`config.mk`:
```
export PLATFORM = sky130hd
export DESIGN_NAME = lifo_stack_param
export DESIGN_NICKNAME = d
export VERILOG_FILES = /design/src/rtl/lifo_stack_param.sv
export SDC_FILE = /design/constraint.sdc
export NUM_CORES = 1
export LEC_CHECK = 0
export BUFFER_PORTS_ARGS = -buffer_cell sky130_fd_sc_hd__buf_2
export CAP_MARGIN = 30
export CORE_MARGIN = 4
export CORE_UTILIZATION = 56
export CTS_BUF_LIST = sky130_fd_sc_hd__clkbuf_16
export DETAILED_ROUTE_END_ITERATION = 10
export HOLD_SLACK_MARGIN = 0.08
export PLACE_DENSITY = 0.77
export SYNTH_ARGS = -nofsm -noshare
export SYNTH_HDL_FRONTEND = slang
export SYNTH_SLANG_ARGS = --single-unit
```
`constraint.sdc`:
```
create_clock -name Clk -period 3.4 [get_ports Clk]
set_clock_uncertainty 0.15 [all_clocks]
set_input_delay 0.68 -clock Clk [delete_from_list [all_inputs] [get_ports Clk]]
set_output_delay 0.68 -clock Clk [all_outputs]
set_load 0.02 [all_outputs]
```
`src/rtl/lifo_stack_param.sv`:
```
// Parametrised LIFO stack with same-cycle push/pop exchange,
// occupancy count, almost-full threshold and sticky error flags.
module lifo_stack_param #(
    parameter int WIDTH        = 4,
    parameter int DEPTH        = 8,
    parameter int AFULL_THRESH = DEPTH - 1
) (
    input  logic                       Clk,
    input  logic                       Rst_n,
    input  logic                       EN,
    input  logic                       PUSH,
    input  logic                       POP,
    input  logic                       CLR_ERR,
    input  logic [WIDTH-1:0]           dataIn,
    output logic [WIDTH-1:0]           dataOut,
    output logic                       VALID,
    output logic [$clog2(DEPTH+1)-1:0] COUNT,
    output logic                       EMPTY,
    output logic                       FULL,
    output logic                       ALMOST_FULL,
    output logic                       OVERFLOW,
    output logic                       UNDERFLOW
);

    localparam int CW = $clog2(DEPTH + 1);
    localparam int AW = (DEPTH > 1) ? $clog2(DEPTH) : 1;

    logic [WIDTH-1:0] mem [DEPTH];
    logic [CW-1:0]    ptr;
    logic [CW-1:0]    ptr_nxt;
    logic [AW-1:0]    top_idx;
    logic [AW-1:0]    wr_idx;
    logic             wr_en;
    logic             out_ld;
    logic [WIDTH-1:0] out_nxt;
    logic             ov_set;
    logic             un_set;
    logic             empty;
    logic             full;

    assign empty   = (ptr == '0);
    assign full    = (ptr == CW'(DEPTH));
    assign top_idx = AW'(ptr - CW'(1));

    always_comb begin
        wr_en   = 1'b0;
        wr_idx  = AW'(ptr);
        ptr_nxt = ptr;
        out_ld  = 1'b0;
        out_nxt = mem[top_idx];
        ov_set  = 1'b0;
        un_set  = 1'b0;
        if (EN) begin
            if (PUSH && POP) begin
                // exchange replaces the top in place; on empty it bypasses
                out_ld = 1'b1;
                if (empty) begin
                    out_nxt = dataIn;
                end else begin
                    wr_en  = 1'b1;
                    wr_idx = top_idx;
                end
            end else if (PUSH) begin
                if (full) begin
                    ov_set = 1'b1;
                end else begin
                    wr_en   = 1'b1;
                    ptr_nxt = ptr + CW'(1);
                end
            end else if (POP) begin
                if (empty) begin
                    un_set = 1'b1;
                end else begin
                    out_ld  = 1'b1;
                    ptr_nxt = ptr - CW'(1);
                end
            end
        end
    end

    // storage is deliberately not cleared by reset
    always_ff @(posedge Clk) begin
        if (Rst_n && wr_en) begin
            mem[wr_idx] <= dataIn;
        end
    end

    always_ff @(posedge Clk) begin
        if (!Rst_n) begin
            ptr       <= '0;
            dataOut   <= '0;
            VALID     <= 1'b0;
            OVERFLOW  <= 1'b0;
            UNDERFLOW <= 1'b0;
        end else begin
            ptr   <= ptr_nxt;
            VALID <= out_ld;
            if (out_ld) begin
                dataOut <= out_nxt;
            end
            OVERFLOW  <= (OVERFLOW & ~(EN & CLR_ERR)) | ov_set;
            UNDERFLOW <= (UNDERFLOW & ~(EN & CLR_ERR)) | un_set;
        end
    end

    assign COUNT       = ptr;
    assign EMPTY       = empty;
    assign FULL        = full;
    assign ALMOST_FULL = (ptr >= CW'(AFULL_THRESH));

endmodule

```
==> results of run 1 <==
==> cell families after synthesis <==
| group | share of synthesized area (%) |
|---|---|
| adder cells (fa/ha/maj) | 1.31 |
| AND/OR/NAND/NOR | 12.6 |
| XOR/XNOR | 0.918 |
| AO/OA/AOI/OAI | 8.58 |
| flip-flops | 61.9 |
| buffers and inverters | 3.15 |
| multiplexers | 11.6 |
==> sequential cells by signal (all words and copies together) (netlist names) <==
signal	flops
COUNT	4
OVERFLOW	1
UNDERFLOW	1
VALID	1
dataOut	4
mem	32
==> layer usage <==
metal / vias up / wire length [um] / share of wire [%] / GRT usage, %
li1: 590 / - / - / -
met2: 29 / 1880 / 50 / 30.9
met1: 619 / 1610 / 43 / 24.9
met3: 5 / 213 / 5.7 / 6.97
met4: 0 / 47 / 1.3 / 6.85
met5: - / 0 / 0 / 0
==> where the power goes <==
part	switching (mW)	internal (mW)	leakage, nW
Clock	0.186	0.418	0.0952
Combinational	0.0988	0.0715	0.333
Sequential	0.00843	0.575	0.378
Total	0.293	1.06	0.806
==> per-stage QoR <==
step	util (%)	area, um2	cells	worst slack [ns]
detailed placement	65.2	2060	201	0.640
finish	71.2	2250	209	0.582
global placement	65.2	2060	201	0.833
floorplan	-	1910	140	0.520
global route	71.2	2250	209	0.439
CTS	71.2	2250	209	0.611
==> worst max-delay path by stage <==
stage,startpoint,cells after the start,endpoint
CTS,COUNT[1],6,mem[7][1]
floorplan,COUNT[0],8,mem[1][0]
detailed placement,COUNT[1],6,mem[7][2]
finish,COUNT[1],6,mem[7][1]
global placement,COUNT[1],6,mem[2][1]
global route,COUNT[1],6,mem[7][2]
==> synthesized netlist by cell type, drive strengths merged <==
master  count
or2         1
and3        3
inv         8
clkbuf      4
nor4b       1
o21ai      10
or3b        1
a21o        1
or2b        1
o22ai       8
edfxtp     32
mux2        1
and3b       1
nor3       12
nand4       2
o32a        1
mux4        8
xnor2       2
mux2i       3
o21a        1
nor2b       2
ha          2
a21oi       5
nor2        4
nand3b      1
nand4b      2
nand2       4
nor4        1
buf         3
or3         3
dfxtp      11
and4        1
==> cell type report <==
cell class	count	area, um2	share of cell area [%]
tap	44	55.1	2.45
timing repair buffer	24	123	5.46
clock buffer	5	125	5.57
inverter	8	30.0	1.34
sequential	43	1180	52.6
multi-input combinational	82	668	29.7
clock inverter	3	63.8	2.84
==> cells in the final DEF (no fill, tap or decap), types with 5 or more instances in the layout <==
cell and instances:
o22ai_1 8, nor3_1 12, inv_1 8, clkbuf_16 5
dfxtp_1 11, edfxtp_1 32, o21ai_0 10, a21oi_1 5
mux4_2 8, buf_2 23
==> critical path, cell delays in order, from the launching register on <==
cell and delay [ns]:
dfxtp_1 0.36, inv_1 0.11, ha_1 0.28, or3b_4 0.45, nand4_1 0.15, mux2_2 0.39, nor3_1 0.55
==> impl_metrics.json, run 1 <==
{
  "status": "complete, no violations",
  "clk_pin_slew_ns": 0.06,
  "first_pass_iters": 5,
  "coreArea_um2": 3150,
  "total_power_mw": 1.36,
  "irDropWorstVdd_uv": 442,
  "drc": 0,
  "avgSynthCellArea_um2": 13.6,
  "yosys_warnings": 0,
  "min_period_ns": 2.82,
  "grt_pass1_vias": 1257,
  "final.period_utilization_pct": 82.9,
  "slew_headroom_pct": 54.4,
  "cts_resized": 0,
  "num_vias": 1243,
  "max_clock_freq_mhz": 355,
  "min_path_type": "flop to flop",
  "drt_iter0_markers": 75,
  "grt_pass1_wl_um": 6090,
  "clk_latency_ns": 0.28,
  "ios": 24,
  "cts_buffers": 5,
  "portBuffers": 23,
  "clockRootBuffer": "clkbuf_16",
  "synth_top_cell_by_area": "edfxtp_1",
  "grt_max_degree": 15,
  "cp.arrival_ns": 2.59,
  "drt_wl_total_um": 3750,
  "dp_hpwl_um": 2690,
  "layout-drive-gt1-share_pct": 29.7,
  "cts_tree": "built",
  "avgViaCountPerCell": 5.95,
  "hold_viol": 0,
  "tightest_slew_ns": 0.679,
  "grt_setup_unrepaired": "no",
  "antenna_found_initial": 0,
  "cts.sinks": 43,
  "worstPathRequired_ns": 3.17,
  "hold_end": "dataOut[3]",
  "ys_ff_latch": 43,
  "worstPathMaxFanout": 7,
  "setup_viol": 0,
  "antenna_cells": 0,
  "hold_buffers": 0,
  "finalWeightedCongestion": 0.908,
  "whs_ns": 0.296,
  "die_x_um": 66.4,
  "ff2ff_path_depth": 6,
  "timing.rr.end": "mem[7][1]",
  "worstHoldPathCells": 2,
  "clockBufferDepth": 2,
  "synth_nets": 152,
  "cts_setup_buffers": 0,
  "wire_per_inst_um": 17.9,
  "grt_overflow": 0,
  "drv_slew": 0,
  "synth_top_area_share_pct": 50.3,
  "n_fill_cell": 230,
  "fin_nets": 176,
  "die_h_um": 66.4,
  "syn-cell-area_um2": 1910,
  "initial_core_util_pct": 60.6,
  "r2r_start": "COUNT[1]",
  "syn_inst": 140,
  "cts-htree-levels": 2,
  "p_per_area_nw_per_um2": 604,
  "worstHoldStart": "dataOut[3]",
  "worstSetupEndpointType": "flop",
  "dieArea_um2": 4410,
  "tns_ns": 0,
  "ys_seq_area_share_pct": 61.9,
  "crit_type": "flop to flop",
  "p_leak_nw": 0.806,
  "row_count": 20,
  "area_delta_synth_final_pct": 17.6,
  "max_cap_viol_count": 0,
  "yosysUniqueCellTypes": 35,
  "reg2reg_slack_ns": 0.58,
  "grt_usage_pct": 19.6,
  "start_kind": "flop",
  "final_antenna_net_count": 0,
  "synth.area.top_cells": "edfxtp_1, dfxtp_1, mux4_2, nor3_1, o21ai_0"
}
(Power assumes the default switching activity.)
==> run 2, diff against run 1 <==
Settings changed: ABC_AREA set to 1, CORE_UTILIZATION 56 to 57, PLACE_DENSITY 0.77 to 0.78.
Clock period 3.4 ns to 2.7 ns, I/O delays scaled along.
==> run 2 against run 1 <==
Register-to-register slack lost 0.08 ns. Critical path depth down 1. Cell count rose by 35%. Combinational power is 72% higher. Global-route usage is 0.61 points lower. Sequential share of layout area down 2.4 points. Die area is 4.3% higher. Clock power up 9.3%. Critical path type is now flop to output port.
==> impl_metrics.json, run 2 <==
{
  "pre_cts_slack_ns": 0.471,
  "tns_ns": 0,
  "syn_inst": 210,
  "avgViaCountPerCell": 5.29,
  "grt_setup_unrepaired": "no",
  "top_layer": "met4",
  "ys_ff_latch": 43,
  "max_cap_viol_count": 0,
  "fin_cells": 283,
  "worstSetupEndpointType": "output port",
  "slew_headroom_pct": 74.6,
  "slowest_delay_ns": 0.34,
  "cp_slowest_cell": "dfxtp_1",
  "start_kind": "flop",
  "final_cell_mix": "nand2_1, edfxtp_1, nand3_1",
  "clockRootBuffer": "clkbuf_16",
  "p_leak_nw": 0.980,
  "crit_type": "flop to output port",
  "place_inst": 276,
  "mostFrequentLayoutCell": "nand2_1",
  "whs_ns": 0.313,
  "grt_pass1_wl_um": 6280,
  "fin_nets": 249,
  "synth_top_cell_by_area": "edfxtp_1",
  "initial_core_util_pct": 60.2,
  "antenna_found_initial": 0,
  "clk_pin_slew_ns": 0.06,
  "synth_nets": 222,
  "ys_seq_area_share_pct": 57.9,
  "cp_num_buf_inv": 3,
  "drt_iter0_markers": 74,
  "drv_slew": 0,
  "layout-drive-gt1-share_pct": 23.6,
  "wl_met1_um": 1680,
  "yosysMostFrequentCell": "nand2_1",
  "clockBufferDepth": 2,
  "max_clock_freq_mhz": 456,
  "largest_reg_flops": 32,
  "area_delta_synth_final_pct": 15.3,
  "wl_met2_um": 1810,
  "synth_top_area_share_pct": 47.1,
  "dp_hpwl_um": 2750,
  "hold_viol": 0,
  "worstPathRequired_ns": 2.01,
  "cts-htree-levels": 2,
  "wire_per_inst_um": 13.6,
  "synth.area.top_cells": "edfxtp_1, nand2_1, dfxtp_1, nand3_1, nor2_1",
  "grt_overflow": 0,
  "total_power_mw": 1.69,
  "ios": 24,
  "design_area_um2": 2350,
  "dr_wl_met3_um": 283,
  "drt_wl_total_um": 3850,
  "finalWeightedCongestion": 0.837,
  "cts_setup_buffers": 0,
  "setup_viol": 0,
  "yosysUniqueCellTypes": 33,
  "worstPathMaxFanout": 5,
  "critPathTopFamily": "buffers and inverters",
  "p_per_area_nw_per_um2": 719,
  "clk_latency_ns": 0.28,
  "cts_buffers": 5,
  "hold_buffers": 0,
  "syn-cell-area_um2": 2040,
  "worstPathCellList": "inv_1, ha_1, nand3_4, inv_2, buf_2",
  "drc": 0,
  "final_antenna_net_count": 0,
  "status": "complete, no violations",
  "grt_max_degree": 21,
  "final.period_utilization_pct": 81.3,
  "multi_input_comb_area_um2": 751,
  "first_pass_iters": 4,
  "synth_edf_count": 32,
  "grt_usage_pct": 19.0,
  "min_period_ns": 2.19,
  "fin_ws_ns": 0.506,
  "cp.arrival_ns": 1.50,
  "irDropWorstVdd_uv": 557,
  "synthArstFlopShare_pct": 0,
  "synth_top_cells_by_count": "nand2_1, edfxtp_1, nand3_1, nor2_1, dfxtp_1",
  "die_h_um": 67.8,
  "grt_pass1_vias": 1358,
  "n_fill_cell": 251,
  "cts_resized": 0,
  "tightest_slew_ns": 0.379,
  "fin_util_pct": 69.4,
  "num_vias": 1498,
  "die_x_um": 67.8,
  "antenna_cells": 0,
  "coreArea_um2": 3390,
  "ff_latch_area_um2": 1180,
  "yosys_warnings": 0,
  "cts_tree": "built",
  "dieArea_um2": 4600,
  "avgSynthCellArea_um2": 9.71,
  "row_count": 21,
  "largest_register": "mem",
  "synth_flop_cell": "edfxtp_1",
  "portBuffers": 23,
  "min_path_type": "flop to flop",
  "placed_area_um2": 2190,
  "cts.sinks": 43
}
run 2: cell count changes in the layout (fill, tap and decap cells not counted), sizes merged, moves of 5 or more:
cell	change
o21ai	-5
nand3	+32
nor2	+17
nor3	-12
mux4	-8
o22ai	-5
nand2	+62
run 2: worst register-to-register path: stages, from the launching register on:
cell	delay, ns
dfxtp_1	0.38
inv_1	0.11
ha_1	0.27
nand3_2	0.12
nand2_2	0.05
nand2_1	0.06
o211ai_1	0.11
nor2_2	0.14
nand2_1	0.12
nor2_1	0.33
run 2: path summary, 6_finish.rpt:
| kind | from | endpoint | slack [ns] | depth (start not counted) |
|---|---|---|---|---|
| worst max-delay path | COUNT[1] | EMPTY | 0.51 | 5 |
| worst min-delay path | dataOut[3] | dataOut[3] | 0.31 | 2 |
| worst max register to register | COUNT[1] | mem[4][1] | 0.51 | 9 |
| worst min register to register | dataOut[3] | dataOut[3] | 0.31 | 2 |
run 2: final cells by class:
cell class / count / share of cell area, %
well taps: 46 / 2.45
clock buffers: 5 / 5.32
multi-input cells: 146 / 31.9
inverters: 15 / 2.61
repair buffers: 26 / 5.85
clock inverters: 2 / 1.60
flip-flops and latches: 43 / 50.2
run 2: cells by family after synthesis:
group | Yosys count | share of synthesized area (%)
DFF | 43 | 57.9
AOI/OAI and AO/OA | 19 | 6.13
buffers and inverters | 21 | 5.28
and+or+nand+nor | 123 | 28.2
adders and majority gates | 2 | 1.23
xor gates and xnor gates | 2 | 1.23
run 2: per-layer routing:
layer | vias up | GRT usage (%)
met1 | 678 | 25.1
li1 | 759 | -
met2 | 52 | 29.5
met4 | 0 | 8.44
met5 | - | 0
met3 | 9 | 4.93
run 2: where the power goes:
| group | switching (mW) | internal, mW |
|---|---|---|
| Clock | 0.229 | 0.430 |
| Sequential | 0.00973 | 0.729 |
| Combinational | 0.197 | 0.0955 |
| Total | 0.436 | 1.25 |
==> run 3, diff against run 2 <==
Settings changed: CORE_UTILIZATION 57 to 51, PLACE_DENSITY 0.78 to 0.74.
Clock period 2.7 ns to 2 ns, I/O delays scaled along.
==> run 3 against run 2 <==
Final area rose by 5.7%. Global-route usage fell by 1.1 points. First-iteration DRC count rose by 72%. Sequential share of layout area fell by 2.5 points. Register-to-register slack got worse by 0.40 ns. Sequential power rose by 35%. Combinational power rose by 50%. Via count rose by 1.7%. Worst hold slack got worse by 0.084 ns. Count of clock-buffer cells in the layout did not move. Die area rose by 10%. Worst setup slack got worse by 0.40 ns.
==> impl_metrics.json, run 3 (synthesis results as in run 2) <==
{
  "irDropWorstVdd_uv": 638,
  "worstPathRequired_ns": 1.84,
  "row_count": 22,
  "largest_reg_flops": 32,
  "slew_headroom_pct": 81.9,
  "worstHoldPathCells": 3,
  "start_kind": "flop",
  "fin_ws_ns": 0.104,
  "drt_wl_total_um": 4100,
  "final.period_utilization_pct": 94.8,
  "dieArea_um2": 5070,
  "fin_nets": 254,
  "status": "complete, no violations",
  "tns_ns": 0,
  "mostFrequentLayoutCell": "nand2_1",
  "crit_type": "flop to flop",
  "drv_slew": 0,
  "antenna_cells": 0,
  "p_leak_nw": 1.03,
  "cts.sinks": 43,
  "avgViaCountPerCell": 5.23,
  "initial_core_util_pct": 54.1,
  "cts_buffers": 5,
  "portBuffers": 23,
  "wire_per_inst_um": 14.1,
  "pre_cts_slack_ns": 0.00542,
  "grt_max_degree": 21,
  "n_fill_cell": 298,
  "die_h_um": 71.2,
  "max_clock_freq_mhz": 528,
  "dp_hpwl_um": 2950,
  "grt_pass1_wl_um": 6920,
  "min_path_type": "input port to flop",
  "min_period_ns": 1.90,
  "setup_viol": 0,
  "layout-drive-gt1-share_pct": 30.0,
  "p_per_area_nw_per_um2": 944,
  "fin_cells": 291,
  "placed_area_um2": 2320,
  "ff2ff_path_depth": 9,
  "first_pass_iters": 5,
  "grt_usage_pct": 17.9,
  "clockRootBuffer": "clkbuf_16",
  "num_vias": 1523,
  "final_cell_mix": "nand2_1, edfxtp_1, nand3_1",
  "clk_pin_slew_ns": 0.06,
  "largest_register": "mem",
  "whs_ns": 0.229,
  "finalWeightedCongestion": 0.823,
  "total_power_mw": 2.35,
  "grt_setup_unrepaired": "no",
  "hold_viol": 0,
  "place_inst": 283,
  "drt_iter0_markers": 127,
  "design_area_um2": 2490,
  "cts-htree-levels": 2,
  "final_antenna_net_count": 0,
  "grt_overflow": 0,
  "cts_setup_buffers": 0,
  "cp.arrival_ns": 1.73,
  "fin_util_pct": 65.9,
  "clk_latency_ns": 0.28,
  "clockBufferDepth": 2,
  "grt_pass1_vias": 1420,
  "tightest_slew_ns": 0.271,
  "worstSetupEndpointType": "flop",
  "worstPathMaxFanout": 4,
  "antenna_found_initial": 0,
  "cts_tree": "built",
  "ios": 24,
  "max_cap_viol_count": 0,
  "coreArea_um2": 3770,
  "drc": 0,
  "area_delta_synth_final_pct": 21.9,
  "die_x_um": 71.2
}
run 3: worst max-delay path, stage by stage, from the launching register on:
cell and delay [ns]:
dfxtp_2 0.33, inv_1 0.07, ha_4 0.18, nand3_2 0.09, nand2_2 0.05, nand2_1 0.06
o211ai_1 0.10, nor2_2 0.25, nand2_4 0.16, nor2_4 0.18
run 3: what timing repair did:
item	CTS	global route
gates resized for setup	0	1
endpoints found under the setup margin	0	32
hold buffers	0	0
endpoints found under the hold margin	0	0
run 3: per-layer routing:
layer	share of wire, %	track usage [%]	vias up
met1	42	24.2	685
met2	49	28.4	57
met5	0	0	-
li1	-	-	776
met4	1.1	5.64	0
met3	8.2	4.63	5
run 3: where the power goes:
part | total [mW] | internal, mW | switching, mW
logic | 0.439 | 0.152 | 0.287
clock network | 0.911 | 0.588 | 0.323
registers | 0.997 | 0.984 | 0.0128
total | 2.35 | 1.72 | 0.622
run 3: area by class of cell:
class | count | area (um2) | area share (%)
clock buffers | 5 | 125 | 5.03
inverters | 15 | 61.3 | 2.47
flip-flops and latches | 43 | 1190 | 47.7
repair buffers | 31 | 175 | 7.05
multi-input cells | 146 | 836 | 33.6
well taps | 48 | 60.1 | 2.42
clock inverters | 3 | 42.5 | 1.71
run 3: path summary, 6_finish.rpt:
kind               end  slack [ns]      from
max          mem[7][2]        0.10  COUNT[1]
min           COUNT[3]        0.23     Rst_n
max reg2reg  mem[7][2]        0.10  COUNT[1]
min reg2reg   OVERFLOW        0.31  OVERFLOW
